==> src/rtl/imem_loader.sv <==
// imem_loader: receives a length-prefixed byte frame, assembles little-endian
// 32-bit words, writes them into instruction memory and releases the CPU reset
// once the trailing XOR checksum has been verified.
module imem_loader #(
    parameter int unsigned MAX_WORDS = 32,
    parameter logic [31:0] BASE_ADDR = 32'h0000_0000
) (
    input  logic        clk,
    input  logic        reset,
    input  logic        start,
    input  logic        in_valid,
    input  logic [7:0]  in_data,
    output logic        in_ready,
    output logic        wr_en,
    output logic [31:0] wr_addr,
    output logic [31:0] wr_data,
    output logic        cpu_reset,
    output logic        done,
    output logic        error,
    output logic [15:0] word_count
);

    typedef enum logic [2:0] {
        S_IDLE,
        S_LEN_LO,
        S_LEN_HI,
        S_DATA,
        S_CSUM,
        S_DONE,
        S_ERROR
    } state_t;

    state_t      state;
    state_t      state_nxt;

    logic [7:0]  len_lo;
    logic [15:0] len;
    logic [15:0] widx;
    logic [1:0]  byte_idx;
    logic [23:0] asm_q;
    logic [7:0]  csum;

    logic        xfer;
    logic        load_go;
    logic [15:0] len_in;
    logic        last_byte;

    assign xfer      = in_valid & in_ready;
    assign load_go   = start && ((state == S_IDLE) || (state == S_DONE) || (state == S_ERROR));
    assign len_in    = {in_data, len_lo};
    assign last_byte = (byte_idx == 2'd3) && (widx == (len - 16'd1));

    // State register
    always_ff @(posedge clk or posedge reset) begin
        if (reset) begin
            state <= S_IDLE;
        end else begin
            state <= state_nxt;
        end
    end

    // Next-state decode from the current state and the accepted byte
    always_comb begin
        state_nxt = state;
        case (state)
            S_IDLE, S_DONE, S_ERROR: begin
                if (start) begin
                    state_nxt = S_LEN_LO;
                end
            end
            S_LEN_LO: begin
                if (xfer) begin
                    state_nxt = S_LEN_HI;
                end
            end
            S_LEN_HI: begin
                if (xfer) begin
                    if (len_in == 16'd0) begin
                        state_nxt = S_CSUM;
                    end else if ({16'd0, len_in} > MAX_WORDS) begin
                        state_nxt = S_ERROR;
                    end else begin
                        state_nxt = S_DATA;
                    end
                end
            end
            S_DATA: begin
                if (xfer && last_byte) begin
                    state_nxt = S_CSUM;
                end
            end
            S_CSUM: begin
                if (xfer) begin
                    state_nxt = (in_data == csum) ? S_DONE : S_ERROR;
                end
            end
            default: begin
                state_nxt = S_IDLE;
            end
        endcase
    end

    // State-decoded outputs
    always_comb begin
        in_ready  = 1'b0;
        done      = 1'b0;
        error     = 1'b0;
        cpu_reset = 1'b1;
        case (state)
            S_LEN_LO, S_LEN_HI, S_DATA, S_CSUM: begin
                in_ready = 1'b1;
            end
            S_DONE: begin
                done      = 1'b1;
                cpu_reset = 1'b0;
            end
            S_ERROR: begin
                error = 1'b1;
            end
            default: begin
            end
        endcase
    end

    // Datapath: length capture, word assembly, checksum and the registered write port
    always_ff @(posedge clk or posedge reset) begin
        if (reset) begin
            len_lo     <= '0;
            len        <= '0;
            widx       <= '0;
            byte_idx   <= '0;
            asm_q      <= '0;
            csum       <= '0;
            wr_en      <= 1'b0;
            wr_addr    <= BASE_ADDR;
            wr_data    <= '0;
            word_count <= '0;
        end else begin
            wr_en <= 1'b0;
            if (load_go) begin
                widx       <= '0;
                byte_idx   <= '0;
                csum       <= '0;
                word_count <= '0;
            end
            if (xfer) begin
                case (state)
                    S_LEN_LO: len_lo <= in_data;
                    S_LEN_HI: len    <= len_in;
                    S_DATA: begin
                        csum     <= csum ^ in_data;
                        byte_idx <= byte_idx + 2'd1;
                        case (byte_idx)
                            2'd0: asm_q[7:0]   <= in_data;
                            2'd1: asm_q[15:8]  <= in_data;
                            2'd2: asm_q[23:16] <= in_data;
                            default: begin
                                // The 4th byte goes straight to the write port,
                                // so only three bytes need holding.
                                wr_en   <= 1'b1;
                                wr_data <= {in_data, asm_q};
                                wr_addr <= BASE_ADDR + {14'd0, widx, 2'b00};
                                widx    <= widx + 16'd1;
                                if (32'(word_count) < MAX_WORDS) begin
                                    word_count <= word_count + 16'd1;
                                end
                            end
                        endcase
                    end
                    default: begin
                    end
                endcase
            end
        end
    end

endmodule

==> config.mk <==
export PLATFORM = sky130hd
export DESIGN_NAME = imem_loader
export DESIGN_NICKNAME = d
export VERILOG_FILES = /design/src/rtl/imem_loader.sv
export SDC_FILE = /design/constraint.sdc
export NUM_CORES = 1
export LEC_CHECK = 0
export BUFFER_PORTS_ARGS = -buffer_cell sky130_fd_sc_hd__buf_2
export CORE_MARGIN = 1.5
export CORE_UTILIZATION = 40
export DETAILED_ROUTE_END_ITERATION = 10
export PLACE_DENSITY_LB_ADDON = 0.1
export REMOVE_ABC_BUFFERS = 1
export SKIP_CTS_REPAIR_TIMING = 1
export SLEW_MARGIN = 10
export SYNTH_ARGS = -nofsm -noshare
export SYNTH_HDL_FRONTEND = slang
export SYNTH_SLANG_ARGS = --single-unit
==> constraint.sdc <==
create_clock -name clk -period 3.99 [get_ports clk]
set_clock_uncertainty 0.05 [all_clocks]
set_input_delay 0.399 -clock clk [delete_from_list [all_inputs] [get_ports clk]]
set_output_delay 0.399 -clock clk [all_outputs]
set_load 0.05 [all_outputs]
==> results of run 1 <==
-- cell families (layout without fill, tap and decap cells) --
kind of cell,after synthesis,after routing,share of synthesized area
and+or+nand+nor,302,302,0.206
DFF,142,142,0.537
AOI/OAI and AO/OA,77,77,0.0712
buffers and inverters,59,130,0.0433
muxes,49,49,0.0829
xor gates and xnor gates,32,32,0.0424
adders and majority gates,9,9,0.0167
other,1,16,0.000567
-- worst max-delay path: cells and delay by family (launching register included) --
| family | cells | cell delay (ps) |
|---|---|---|
| AND/OR/NAND/NOR | 4 | 1120 |
| buffers and inverters | 1 | 90 |
| AO/OA/AOI/OAI | 3 | 580 |
| adder cells (fa/ha/maj) | 1 | 190 |
| flip-flops | 1 | 420 |
-- sequential cells by signal (all words and copies together), names as in the netlist --
name	count
wr_addr	16
state	3
word_count	16
asm_q	24
len	16
csum	8
wr_data	32
wr_en	1
len_lo	8
byte_idx	2
widx	16
-- power groups by stage --
stage | combinational (mW) | sequential [mW] | clock [mW]
6_report | 1.94 | 2.23 | 1.52
5_1_grt | 2.12 | 2.30 | 1.63
4_1_cts | 1.96 | 2.23 | 1.56
3_5_place_dp | 1.95 | 2.26 | 0
3_3_place_gp | 1.91 | 2.24 | 0
2_1_floorplan | 1.10 | 2.60 | 0
-- synth_stat cells (3+ instances only) --
cell type  number  area [µm²]
mux2i_1         3        30.0
dfrtp_1       142        3550
xnor2_1        14         123
or4_1           3        22.5
nand2_1       188         706
and3_1          4        25.0
nand3_1        21         105
o21ai_0        36         180
buf_4          16         120
and2_1         11        68.8
clkbuf_1       25        93.8
nor2b_1         3        18.8
a21oi_1        12        60.1
o211ai_1        3        22.5
nor3_1          7        35.0
nand4_1         7        43.8
nor2_1         36         135
o31ai_1         4        30.0
nand2b_1        4        25.0
mux2_2         46         518
ha_1            8         100
nor4_1          4        25.0
xor2_1         18         158
buf_2           4        20.0
or2_2           3        18.8
o21a_1          3        22.5
inv_1          11        41.3
-- stage by stage --
step	hold WS [ps]	utilization	total power [mW]	worst slack [ps]	cell area, µm²
5_1_grt	92.7	0.483	6.05	1210	7730
3_5_place_dp	402	0.448	4.21	1500	7160
6_report	42.4	0.483	5.69	1470	7730
2_1_floorplan	383	-	3.70	-269	6430
3_3_place_gp	393	0.448	4.15	1560	7160
4_1_cts	64.5	0.483	5.75	1470	7730
-- cells in the final DEF (no fill, tap or decap), types with 7 or more instances in the layout --
master and n:
buf_2 80, nor3_1 7, o21ai_0 36, nand4_1 7, mux2_2 46, xor2_1 18, a21oi_1 12, ha_1 8
dfrtp_1 142, buf_4 8, conb_1 16, nand3_1 21, xnor2_1 14, and2_1 11, inv_1 10, nand2_1 187
clkbuf_16 17, nor2_1 36
-- area by class of cell --
type / instances / area share
multi-input combinational: 485 / 0.366
sequential: 142 / 0.460
clock inverter: 10 / 0.0151
timing repair buffer: 88 / 0.0596
clock buffer: 20 / 0.0578
inverter: 12 / 0.00648
tap: 216 / 0.0350
-- path summary, 6_finish.rpt --
kind                                      endpoint  slack [ps]  cells past startpoint
min reg2reg                wr_data[22]$_DFFE_PP0P_         410                      2
min in group clk           wr_data[27]$_DFFE_PP0P_         280                      3
max in group asynchronous  word_count[6]$_DFF_PP0_        2920                      3
max                           state[2]$_DFFE_PP0P_        1470                      9
max reg2reg                   state[2]$_DFFE_PP0P_        1470                      9
min                        wr_data[22]$_DFFE_PP0P_          40                      2
-- layer usage --
layer	wire, µm	share of wire	global-route usage
met1	7000	0.48	0.239
met5	0	0	0
met4	233	0.016	0.0642
met3	515	0.035	0.0436
met2	6970	0.47	0.288
==> flow_summary.ini, run 1 <==
[final_layout]
stdcell_count = 973
multi_input_area_um2 = 2830
drive_above_1_share = 0.232
diodes = 0
fin_nets = 766
fillCellCount = 1574
seq_area_um2 = 3550
syn_to_final_growth_pct = 16.9

[synthesis]
ys_types = 54
synth-main-ff-cell = dfrtp_1
synth-seq-area-share = 0.537
synthesis.area_um2 = 6610
yosys_warnings = 0
syn_avg_cell_area_um2 = 9.85
synth-seq-cells = 142
synthCells = 671
synthArstFlopShare = 1.00
synth_edf_count = 0

[power_and_ir_drop]
worst_ir_drop_vdd_mv = 0.354
internal-power_mw = 3.48
combPwrFrac = 0.341
p_switching_mw = 2.21
swShare = 0.388
pwr_density_cell_nw_per_um2 = 736
seq_power_share = 0.392
p_leak_nw = 3.86
p_clk_frac = 0.267

[job]
cap_violations = 0

[clock_network]
htree_levels = 4
cts_sinks = 142
numCtsBuffers = 17
cts-root-buf = clkbuf_16
cts_tree = done
worstSkewPairLatency_ps = 420
cts_buffer_depth = 2
path_clk_slew_ps = 60

[setup_path]
worstSetupPathType = reg2reg
cp_max_fo = 6
worst_setup_path_end_kind = flop
slowest_delay_ps = 420
critPathRequiredTime_ps = 4300
crit_arrival_ps = 2820
startpoint = len[0]$_DFFE_PP0P_
cp_slowest_cell = dfrtp_1
startpoint_type = flop
worstReg2RegStart = len[0]$_DFFE_PP0P_
path_cells = inv_1 -> ha_1 -> nor2b_1 -> a31oi_1 -> nor4b_1 -> nand3_1 -> nor4_2 -> o2111a_2 -> a31o_1

[timing]
slew_violations = 0
finalCritPeriodShare = 0.631
setup_tns_ps = 0
post-route-min-period_ps = 2520
fmax_ghz = 0.397
hold_violations = 0
worst_pin_slew_ps = 700
finalSetupViolCount = 0
rsz0062_at_grt = false
slew_headroom = 0.532

[floorplanning]
die_h_um = 132
die-area_um2 = 17300
initial_core_util = 0.413
num_rows = 46
die_w_um = 132
core-area_um2 = 16000
io_pins = 97

[hold_path]
hp-class = in2async

[drt]
wl_per_cell_um = 15.1
firstDrtPassIters = 4
drc_errors = 0
num_vias = 4857
drt_iter0_drc = 215
viasPerCell = 4.99
wirelength_um = 14700
antenna_left = 0

[placement]
io_buffers = 80
routabilityCongestion = 0.824
hpwlAfterDp_um = 10200
dp.cells = 943

[global_routing]
grt_overflow = 0
grt_pass1_wl_um = 24900
grt_max_degree = 77
grt_use_total = 0.180
grt_pass1_vias = 4848
antenna_found_initial = 0

[run_status]
status = complete, no violations
No activity file was read; power rests on OpenSTA's default activity.
==> run 2, diff against run 1 <==
Clock period 3.99 ns to 2.23 ns, I/O delays scaled along.
==> run 2 against run 1 <==
Effect of this change: final area rose by 4.3%; global-route usage rose by 0.78 points; sequential power rose by 75%; first-iteration DRC count rose by 33%; largest power group unchanged; power rose by 85%; hold slack improved by 120 ps; via count rose by 3.9%; sequential share of layout area fell by 1.9 points; clock power rose by 78%; critical path depth fell by 1; highest routed layer unchanged; routed wire length rose by 5.8%; sequential cell count did not move.
==> flow_summary.ini, run 2 (same netlist as run 1, synthesis figures left out) <==
[placement]
dp.cells = 967
io_buffers = 80
hpwlAfterDp_um = 11000
routabilityCongestion = 0.814

[final_layout]
drive_above_1_share = 0.277
final_cell_mix = nand2_1 (187), dfrtp_1 (141), buf_2 (80), mux2_2 (46)
fillCellCount = 1528
syn_to_final_growth_pct = 21.9
top_regs = wr_data (32), asm_q (24)
top_register = wr_data
fin_nets = 797
stdcell_count = 1006
diodes = 0
final_common_cell = nand2_1
largest_register_ffs = 32

[global_routing]
grt_pass1_wl_um = 25700
grt_overflow = 0
grt_max_degree = 52
grt_use_total = 0.188
grt_pass1_vias = 4890
antenna_found_initial = 0

[setup_path]
slowest_delay_ps = 440
cp_slowest_cell = dfrtp_2
critPathRequiredTime_ps = 2540
critPathTopFamily = simple AND/OR/NAND/NOR gates
worstSetupPathType = reg2reg
rrSetupSlack_ps = 90
startpoint_type = flop
worst_setup_path_end_kind = flop
cp_num_buf_inv = 1
crit_arrival_ps = 2450
path_cells = nor4_4 -> nand3_4 -> buf_4 -> nor3b_2 -> a21oi_1 -> o22ai_1 -> o2111a_2 -> a31o_1
cp_max_fo = 6

[clock_network]
cts_sinks = 142
htree_levels = 4
cts-root-buf = clkbuf_16
cts_buffer_depth = 2
worstSkewPairLatency_ps = 420
numCtsBuffers = 17
path_clk_slew_ps = 60
cts_tree = done

[drt]
viasPerCell = 5.01
num_vias = 5044
firstDrtPassIters = 5
wl_per_cell_um = 15.5
drt_iter0_drc = 287
drc_errors = 0
wirelength_um = 15600
antenna_left = 0

[timing]
finalCritPeriodShare = 0.960
post-route-min-period_ps = 2140
finalSetupViolCount = 0
slew_violations = 0
fmax_ghz = 0.467
hold_violations = 0
worst_pin_slew_ps = 517
slew_headroom = 0.654

[power_and_ir_drop]
worst_ir_drop_vdd_mv = 0.612
p_leak_nw = 4.05
pwr_density_cell_nw_per_um2 = 1310
seq_power_share = 0.372
combPwrFrac = 0.371
internal-power_mw = 6.32
swShare = 0.400
p_clk_frac = 0.257
p_total_mw = 10.5
p_switching_mw = 4.21

[floorplanning]
die-area_um2 = 17300
initial_core_util = 0.413
core-area_um2 = 16000
die_h_um = 132
num_rows = 46
die_w_um = 132
io_pins = 97

[run_status]
status = complete, no violations

[hold_path]
hp-class = in2reg

[job]
cap_violations = 0
run 2: worst min-delay path, stage by stage:
cell and delay (ps):
buf_2 90, buf_4 170, nand2_1 70, nand2_1 60
run 2: stage by stage:
stage | setup WS [ps] | TNS, ps | utilization | hold WS [ps] | instance area, µm²
6_report | 88.4 | 0 | 0.504 | 167 | 8060
5_1_grt | -3.33 | -3.33 | 0.504 | 177 | 8060
4_1_cts | -22.4 | -32.1 | 0.496 | -198 | 7940
3_5_place_dp | -12.2 | -14.3 | 0.461 | 259 | 7370
3_3_place_gp | 80.9 | 0 | 0.461 | 238 | 7370
2_1_floorplan | -1850 | -347050 | - | 278 | 6430
run 2: final timing paths:
check / endpoint / from / depth (start not counted)
max in group asynchronous: asm_q[12]$_DFFE_PP0P_ / reset / 4
max: state[2]$_DFFE_PP0P_ / len[5]$_DFFE_PP0P_ / 8
min reg2reg: wr_data[4]$_DFFE_PP0P_ / asm_q[4]$_DFFE_PP0P_ / 2
max reg2reg: state[2]$_DFFE_PP0P_ / len[5]$_DFFE_PP0P_ / 8
min: wr_data[27]$_DFFE_PP0P_ / in_data[3] / 4
min in group asynchronous: wr_data[21]$_DFFE_PP0P_ / reset / 3
run 2: power by group through the flow:
stage | Combinational, mW | Clock (mW) | Sequential [mW]
3_5_place_dp | 3.79 | 0 | 3.94
5_1_grt | 4.27 | 2.89 | 4.02
4_1_cts | 3.81 | 2.78 | 3.90
6_report | 3.91 | 2.71 | 3.91
2_1_floorplan | 1.96 | 0 | 4.65
3_3_place_gp | 3.74 | 0 | 3.91
run 2: layer usage:
| layer | wire [µm] | share of wire | global-route usage |
|---|---|---|---|
| met2 | 7460 | 0.48 | 0.296 |
| met4 | 189 | 0.012 | 0.0599 |
| met1 | 7410 | 0.48 | 0.262 |
| met3 | 523 | 0.034 | 0.0351 |
| met5 | 0 | 0 | 0 |
run 2: layout make-up:
class	count	area, µm²	share of cell area
clock buffer	18	439	0.0545
clock inverter	14	129	0.0160
inverter	12	50.0	0.00621
multi-input combinational	485	2890	0.359
sequential	142	3550	0.441
tap	216	270	0.0335
timing repair buffer	119	724	0.0899
==> run 3, diff against run 2 <==
Settings changed: ABC_AREA from default to 1.
==> run 3 against run 2 <==
Effect of this change: final cell count rose by 12%; sequential power down 7.9%; worst setup slack better by 98 ps; global-route usage up 0.87 points; non-clock buffer count is 19 lower; fmax up 4.8%; final area down 0.22%.
==> flow_summary.ini, run 3 <==
[synthesis]
yosysMostFrequentCell = nand2_1
synth_edf_count = 0
synthCells = 803
synth_area_leaders = dfrtp_1 (53%), nand2_1 (14%), o21ai_0 (6.5%)
synth_commonest_cells = nand2_1 (245), dfrtp_1 (142), inv_1 (89)
synthArstFlopShare = 1.00
yosysTopAreaCell = dfrtp_1
synth-main-ff-cell = dfrtp_1
synth_top_area_share = 0.526
syn_avg_cell_area_um2 = 8.41
synth-seq-area-share = 0.526
synth-seq-cells = 142
yosys_warnings = 0
synthesis.area_um2 = 6750
ys_types = 45

[setup_path]
cp_num_buf_inv = 1
crit_arrival_ps = 2310
cpMostUsedCell = nand2_1
critPathRequiredTime_ps = 2500
slowest_delay_ps = 400
path_cells = inv_1 -> ha_1 -> nand2_2 -> o21ai_0 -> nand2_1 -> nand2_1 -> nand2_1 -> nor2_1 -> nand2_1 -> nor2_1 -> nand2_1 -> nand2_2 -> nand2_2 -> nand2_1 -> nand2_1
critPathTopFamily = simple AND/OR/NAND/NOR gates
startpoint_type = flop
worstSetupPathType = reg2reg
worst_setup_path_end_kind = flop
cp_slowest_cell = dfrtp_1
cp_max_fo = 4

[timing]
fmax_ghz = 0.489
worst_pin_slew_ps = 568
rsz0062_at_grt = false
finalSetupViolCount = 0
finalCritPeriodShare = 0.916
slew_headroom = 0.620
post-route-min-period_ps = 2040
slew_violations = 0
hold_violations = 0

[global_routing]
grt_pass1_vias = 5375
grt_use_met2 = 0.326
grt_max_degree = 50
busiest_layer = met2
met1_usage = 0.260
grt_use_total = 0.197
met3_usage = 0.0441
grt_pass1_wl_um = 27200
antenna_found_initial = 0
grt_overflow = 0

[floorplanning]
die-area_um2 = 17700
die_h_um = 133
core-area_um2 = 16500
die_w_um = 133
io_pins = 97
num_rows = 47
initial_core_util = 0.408

[placement]
hpwlAfterDp_um = 11800
routabilityCongestion = 0.817
io_buffers = 80
dp.cells = 1095

[final_layout]
top_regs = wr_data (32), asm_q (24)
stdcell_count = 1129
drive_above_1_share = 0.175
top_register = wr_data
diodes = 0
largest_register_ffs = 32
final_util = 0.487
multi_input_area_um2 = 2650
final_cell_mix = nand2_1 (245), dfrtp_1 (142), inv_1 (88), o21ai_0 (88), buf_2 (80)
syn_to_final_growth_pct = 19.1
fillCellCount = 1642
final_common_cell = nand2_1
fin_nets = 916
seq_area_um2 = 3550

[clock_network]
cts_buffer_depth = 2
path_clk_slew_ps = 60
cts_tree = done
worstSkewPairLatency_ps = 420
numCtsBuffers = 17
htree_levels = 4
cts-root-buf = clkbuf_16
cts_sinks = 142

[drt]
num_vias = 5441
viasPerCell = 4.82
drt_iter0_drc = 331
wirelength_um = 16200
antenna_left = 0
drc_errors = 0
wl_per_cell_um = 14.3
firstDrtPassIters = 4

[run_status]
status = complete, no violations

[power_and_ir_drop]
worst_ir_drop_vdd_mv = 0.725
p_leak_nw = 4.37
pwr_density_cell_nw_per_um2 = 1170

[hold_path]
hp-class = in2reg

[job]
cap_violations = 0
[run 3: cell count changes after synthesis, moves of 16 or more]
cell / previous run / this run
o21ai_0: 36 / 88
clkbuf_1: 25 / 9
nor2_1: 36 / 54
inv_1: 11 / 89
nand2_1: 188 / 245
mux2_2: 46 / 0
[run 3: worst reg2reg max path: cells and delay by family, from the launching register on]
kind            cells  cell delay, ps
flops               1             400
fa+ha+maj           1             220
compound gates      1             230
simple gates       12             930
buf+inv             1             100
[run 3: worst paths after layout]
path,from,end,slack (ps),cells past startpoint
setup / recovery,len[0]$_DFFE_PP0P_,state[1]$_DFFE_PP0P_,190,15
hold / removal,in_valid,word_count[0]$_DFF_PP0_,170,3
setup reg to reg,len[0]$_DFFE_PP0P_,state[1]$_DFFE_PP0P_,190,15
hold reg to reg,wr_data[6]$_DFFE_PP0P_,wr_data[6]$_DFFE_PP0P_,410,2
max in group asynchronous,reset,wr_addr[11]$_DFFE_PP0P_,1100,4
min in group asynchronous,reset,len[1]$_DFFE_PP0P_,310,3
[run 3: cell families after synthesis]
group	count (synthesis)	share of synthesized area
simple gates	377	0.246
flops	142	0.526
buf+inv	134	0.0890
compound gates	125	0.102
xor+xnor	16	0.0208
fa+ha+maj	8	0.0148
other cells	1	0.000556
[run 3: metrics by stage]
| stage | setup WS (ps) | hold slack, ps | power [mW] | cell area (µm²) | setup TNS (ps) |
|---|---|---|---|---|---|
| detailed placement | 199 | 222 | 6.33 | 7380 | 0 |
| floorplan | -1850 | 386 | 5.61 | 6560 | -265680 |
| CTS | 185 | -232 | 9.48 | 8030 | 0 |
| global placement | 248 | 214 | 6.26 | 7380 | 0 |
| finish | 187 | 167 | 9.39 | 8040 | 0 |
| global route | 10.2 | 185 | 10.0 | 8040 | 0 |
[run 3: routing by layer]
| metal | wire [µm] | part of all wire |
|---|---|---|
| met5 | 0 | 0 |
| met1 | 7560 | 0.47 |
| met4 | 182 | 0.011 |
| met2 | 7800 | 0.48 |
| met3 | 628 | 0.039 |
[run 3: area by class of cell]
cell class / instances / area share
sequential: 142 / 0.442
multi-input combinational: 542 / 0.330
timing repair buffer: 100 / 0.0703
clock buffer: 19 / 0.0551
inverter: 93 / 0.0440
tap: 220 / 0.0342
clock inverter: 13 / 0.0247
[run 3: power breakdown]
part           switching, mW  internal, mW
registers              0.454          3.15
clock network           1.17          1.93
logic                   1.82         0.868
